[src/rtl/message_expansion.sv]
// SM3 message expansion: captures one 512-bit block and streams W_j / W'_j for
// j = 0..63 from a 16-word sliding window, one pair per clock.
module message_expansion #(
  parameter int START_LEAD = 2
) (
  input  logic         clk_in,
  input  logic         reset_in,
  input  logic         start_in,
  input  logic [511:0] msg_block_in,
  input  logic         is_1st_msg_block_in,
  output logic         busy_out,
  output logic         cf_start_out,
  output logic         is_1st_msg_block_out,
  output logic [5:0]   index_j_out,
  output logic         word_valid_out,
  output logic [31:0]  word_expanded_out,
  output logic [31:0]  word_expanded_p_out,
  output logic         done_out
);

  typedef enum logic [1:0] {IDLE, LOAD, EXPAND} state_t;

  localparam logic [2:0] LEAD_LAST = 3'(START_LEAD - 1);

  state_t      state_q, state_d;
  logic [31:0] win_q [16];
  logic [31:0] win_d [16];
  logic [31:0] blk_word [16];
  logic [2:0]  lead_q, lead_d;
  logic [5:0]  j_q, j_d;
  logic        is_1st_q, is_1st_d;
  logic        busy_q, busy_d;
  logic        cf_start_q, cf_start_d;
  logic        valid_q, valid_d;
  logic        done_q, done_d;
  logic [31:0] new_word;

  function automatic logic [31:0] rol(input logic [31:0] x, input logic [4:0] n);
    return (x << n) | (x >> (6'd32 - {1'b0, n}));
  endfunction

  function automatic logic [31:0] p1(input logic [31:0] x);
    return x ^ rol(x, 5'd15) ^ rol(x, 5'd23);
  endfunction

  // Word 0 lives in the most significant bits of the block.
  for (genvar gi = 0; gi < 16; gi++) begin : g_unpack
    assign blk_word[gi] = msg_block_in[511 - 32*gi -: 32];
  end

  // W_{j+16} from the window holding W_j..W_{j+15}.
  assign new_word = p1(win_q[0] ^ win_q[7] ^ rol(win_q[13], 5'd15))
                    ^ rol(win_q[3], 5'd7) ^ win_q[10];

  always_comb begin
    state_d  = state_q;
    lead_d   = lead_q;
    j_d      = j_q;
    is_1st_d = is_1st_q;
    done_d   = 1'b0;
    for (int i = 0; i < 16; i++) win_d[i] = win_q[i];

    case (state_q)
      IDLE: begin
        if (start_in) begin
          state_d  = LOAD;
          lead_d   = 3'd0;
          is_1st_d = is_1st_msg_block_in;
          for (int i = 0; i < 16; i++) win_d[i] = blk_word[i];
        end
      end
      LOAD: begin
        if (lead_q == LEAD_LAST) begin
          state_d = EXPAND;
          j_d     = 6'd0;
        end else begin
          lead_d = lead_q + 3'd1;
        end
      end
      EXPAND: begin
        for (int i = 0; i < 15; i++) win_d[i] = win_q[i + 1];
        win_d[15] = new_word;
        j_d       = j_q + 6'd1;  // wraps to 0 after j=63
        if (j_q == 6'd63) begin
          state_d = IDLE;
          done_d  = 1'b1;
        end
      end
      default: state_d = IDLE;
    endcase

    busy_d     = (state_d != IDLE);
    cf_start_d = (state_q == IDLE) && (state_d == LOAD);
    valid_d    = (state_d == EXPAND);
  end

  always_ff @(posedge clk_in) begin
    if (reset_in) begin
      state_q    <= IDLE;
      lead_q     <= 3'd0;
      j_q        <= 6'd0;
      is_1st_q   <= 1'b0;
      busy_q     <= 1'b0;
      cf_start_q <= 1'b0;
      valid_q    <= 1'b0;
      done_q     <= 1'b0;
      for (int i = 0; i < 16; i++) win_q[i] <= 32'd0;
    end else begin
      state_q    <= state_d;
      lead_q     <= lead_d;
      j_q        <= j_d;
      is_1st_q   <= is_1st_d;
      busy_q     <= busy_d;
      cf_start_q <= cf_start_d;
      valid_q    <= valid_d;
      done_q     <= done_d;
      for (int i = 0; i < 16; i++) win_q[i] <= win_d[i];
    end
  end

  assign busy_out             = busy_q;
  assign cf_start_out         = cf_start_q;
  assign is_1st_msg_block_out = is_1st_q;
  assign index_j_out          = j_q;
  assign word_valid_out       = valid_q;
  assign done_out             = done_q;
  assign word_expanded_out    = win_q[0];
  assign word_expanded_p_out  = win_q[0] ^ win_q[4];

endmodule

[config.mk]
export PLATFORM = sky130hd
export DESIGN_NAME = message_expansion
export DESIGN_NICKNAME = d
export VERILOG_FILES = /design/src/rtl/message_expansion.sv
export SDC_FILE = /design/constraint.sdc
export NUM_CORES = 1
export LEC_CHECK = 0
export CAP_MARGIN = 0
export CORE_MARGIN = 10
export CORE_UTILIZATION = 50
export DETAILED_ROUTE_END_ITERATION = 10
export GPL_TIMING_DRIVEN = 1
export PLACE_DENSITY = 0.8
export SLEW_MARGIN = 20
export SYNTH_ARGS = -nofsm -noshare
export SYNTH_HDL_FRONTEND = slang
export SYNTH_SLANG_ARGS = --single-unit
[constraint.sdc]
create_clock -name clk_in -period 2.1 [get_ports clk_in]
set_input_delay 0.315 -clock clk_in [delete_from_list [all_inputs] [get_ports clk_in]]
set_output_delay 0.315 -clock clk_in [all_outputs]
set_load 0.05 [all_outputs]
==> run_results.csv <==
group,metric,value,unit
grt,antenna_found_initial,0,
grt,grtUsageTotal,0.3654,
place,gp_congestion,0.9840,
sta,worst_pin_slew,652.5,ps
floorplanning,die_x,242.2,um
place,port_buffers,590,
clocking,cts_sinks,528,
logic_synthesis,synth_common_cells,"nand2_1 (965), dfxtp_1 (528), nor2_1 (495)",
floorplanning,start_util,0.5054,
pwr,leakagePower,0.01324,uW
worst_setup_path,cp_data_required_time,1780,ps
drt,vias_per_cell,6.036,
logic_synthesis,synth_area_per_cell,7.999,sq um
drt,firstDrtPassIters,7,
clocking,clkLatencyLatePin,620,ps
pwr,max-vdd-ir-drop,639.5,uV
worst_setup_path,cp_cell_sequence,"buf_4 > xor2_1 > buf_12",
pwr,powerDensity,889.9,nW/um^2
sta,rsz0062_at_grt,"no",
clocking,cts_tree,"done",
drt,wl_per_cell,26.24,um
logic_synthesis,synthTopCellsByArea,"dfxtp_1 (43%), a311oi_1 (17%), nand2_1 (15%), nor2_1 (7.5%), xnor2_1 (4.2%)",
floorplanning,rows,81,
drt,drc_errors,0,
clocking,postCtsHoldBufs,0,
logic_synthesis,synth_most_common_cell,"nand2_1",
clocking,cts-root-buf,"clkbuf_16",
logic_synthesis,synth-seq-area-share,0.4282,
cells_and_area,n_fill_cell,4051,
logic_synthesis,ys_warn_count,0,
grt,grt_overflow,0,
sta,finalHoldViolCount,0,
drt,routed_wl,112.6,mm
clocking,htreeDepth,2,
logic_synthesis,yosysTopAreaCellShare,0.4282,
cells_and_area,layoutNonFillerInstCount,4292,
hold_path,hold_class,"in2reg",
sta,fin_skew,25.80,ps
sta,finalWorstSetupSlack,-12.36,ps
floorplanning,core_area,48850,sq um
floorplanning,dieArea,58660,sq um
clocking,numCtsBuffers,54,
flow_run,drv_cap,0,
logic_synthesis,async_reset_ff_frac,0,
sta,slew_headroom,0.5650,
cells_and_area,post_route_cells_drive_above_1_share,0.09151,
drt,vias,25910,
floorplanning,die_y,242.2,um
logic_synthesis,syn-cell-area,24690,sq um
place,place_inst,4196,
cells_and_area,final_net_count,4107,
pwr,power,29880,uW
sta,drv_slew,0,
run_status,outcome,"complete, but fails checks",
sta,fin_crit_sh,1.006,
logic_synthesis,synth.distinct_cells,34,
worst_setup_path,arrival,1800,ps
place,dpl.hpwl,89.83,mm
logic_synthesis,synthCells,3086,
logic_synthesis,syn_nets,3605,
sta,setup_viol,2,
worst_setup_path,slowest_stage,"xor2_1",
cells_and_area,area_growth,36.00,%
run_status,violations,"negative setup slack",
worst_setup_path,startpoint_type,"register",
cells_and_area,antenna_cells,0,
logic_synthesis,synth-edff-count,0,
sta,period_needed,2112,ps
worst_setup_path,worstSetupPathType,"reg2out",
logic_synthesis,synthFlopType,"dfxtp_1",
clocking,clk_pin_slew,60,ps
logic_synthesis,synth_top_cell_by_area,"dfxtp_1",
logic_synthesis,ys_ff_latch,528,
sta,max_freq,473.4,MHz
worst_setup_path,cpPeakStageDelay,390,ps
grt,grt_max_degree,84,
worst_setup_path,crit_fanout,3,
drt,ant_nets,0,
grt,grt_pass1_vias,24500,
clocking,cts.path.max_buffers,3,
floorplanning,io_pins,591,
grt,grt_pass1_wl,161.9,mm
worst_setup_path,crit_path_end_kind,"output port",
drt,initialDrtViolationCount,3294,
[metrics by stage]
step | setup WS, ps | hold WS [ps] | cell area (sq um) | TNS (ps) | utilization
after detailed placement | -86.24 | 466.4 | 31760 | -242.7 | 0.6501
final | -12.36 | 30.30 | 33570 | -14.68 | 0.6873
after floorplan | 486.4 | 451.0 | 24690 | 0 | -
after global routing | 6.581 | 46.74 | 33570 | 0 | 0.6873
after global placement | -136.8 | 444.8 | 31760 | -410.7 | 0.6501
after CTS | 9.420 | 14.02 | 33560 | 0 | 0.6870
[timing repair]
item / CTS / global route
gates resized for setup: 12 / 3
setup endpoints to repair: 12 / 4
buffers inserted: 0 / 0
[state kept, by name, indices dropped and copies added, names as in the netlist, 2 cells and up]
signal       flops
index_j_out      6
lead_q           3
state_q          2
win_q          512
[layer usage]
metal | vias up | share of wire | track usage
met5 | - | 0 | 0
met4 | 0 | 0.057 | 0.1936
met3 | 268 | 0.10 | 0.07804
met2 | 1579 | 0.47 | 0.5996
met1 | 12350 | 0.38 | 0.4430
li1 | 11710 | - | -
[report_power, final]
group | internal [uW] | switching [uW] | total, uW
clock network | 5710 | 4140 | 9850
logic | 3620 | 4320 | 7940
registers | 11000 | 1110 | 12100
total | 20300 | 9570 | 29900
[cell type report]
cell class / count / area (sq um) / area share
clock buffers: 78 / 1582 / 0.04711
clock inverters: 18 / 217.7 / 0.006485
inverters: 2 / 7.507 / 0.0002236
multi-input cells: 2239 / 12590 / 0.3749
flip-flops and latches: 528 / 10570 / 0.3149
well taps: 664 / 830.8 / 0.02475
repair buffers: 763 / 7775 / 0.2316
[worst max-delay path, delay by kind of cell, from the launching register on]
kind                   cells  cell delay (ps)
XOR/XNOR                   1              390
buffers and inverters      2              410
flip-flops                 1              380
[path summary, 6_finish.rpt]
check                 from                      end  slack (ps)  cells after the start
min               reset_in            win_q[0][222]          30                      2
max           win_q[0][28]  word_expanded_p_out[28]         -10                      3
max reg2reg     state_q[1]            win_q[0][422]          80                      5
min reg2reg  win_q[0][269]            win_q[0][237]         470                      2
[cells in the final DEF (no fill, tap or decap), types with 9 or more instances in the layout]
master / n
dlygate4sd2_1: 9
xnor3_1: 32
buf_12: 58
clkbuf_1: 10
xor2_1: 41
o22ai_1: 32
a22oi_1: 27
dfxtp_1: 526
xnor2_1: 118
a21oi_1: 10
clkdlybuf4s50_1: 519
buf_4: 175
nor2_1: 494
nand2_1: 965
a311oi_1: 478
clkbuf_16: 54
clkbuf_8: 14
[kinds of logic (layout without fill, tap and decap cells)]
logic type | after synthesis | after routing | share of synthesized area
buffers and inverters | 319 | 861 | 0.06366
adder cells (fa/ha/maj) | 3 | 3 | 0.001521
AO/OA/AOI/OAI | 562 | 562 | 0.1923
AND/OR/NAND/NOR | 1479 | 1479 | 0.2271
flip-flops | 528 | 528 | 0.4282
XOR/XNOR | 192 | 192 | 0.08596
multiplexers | 3 | 3 | 0.001267
Power figures use the tool's default switching activity.
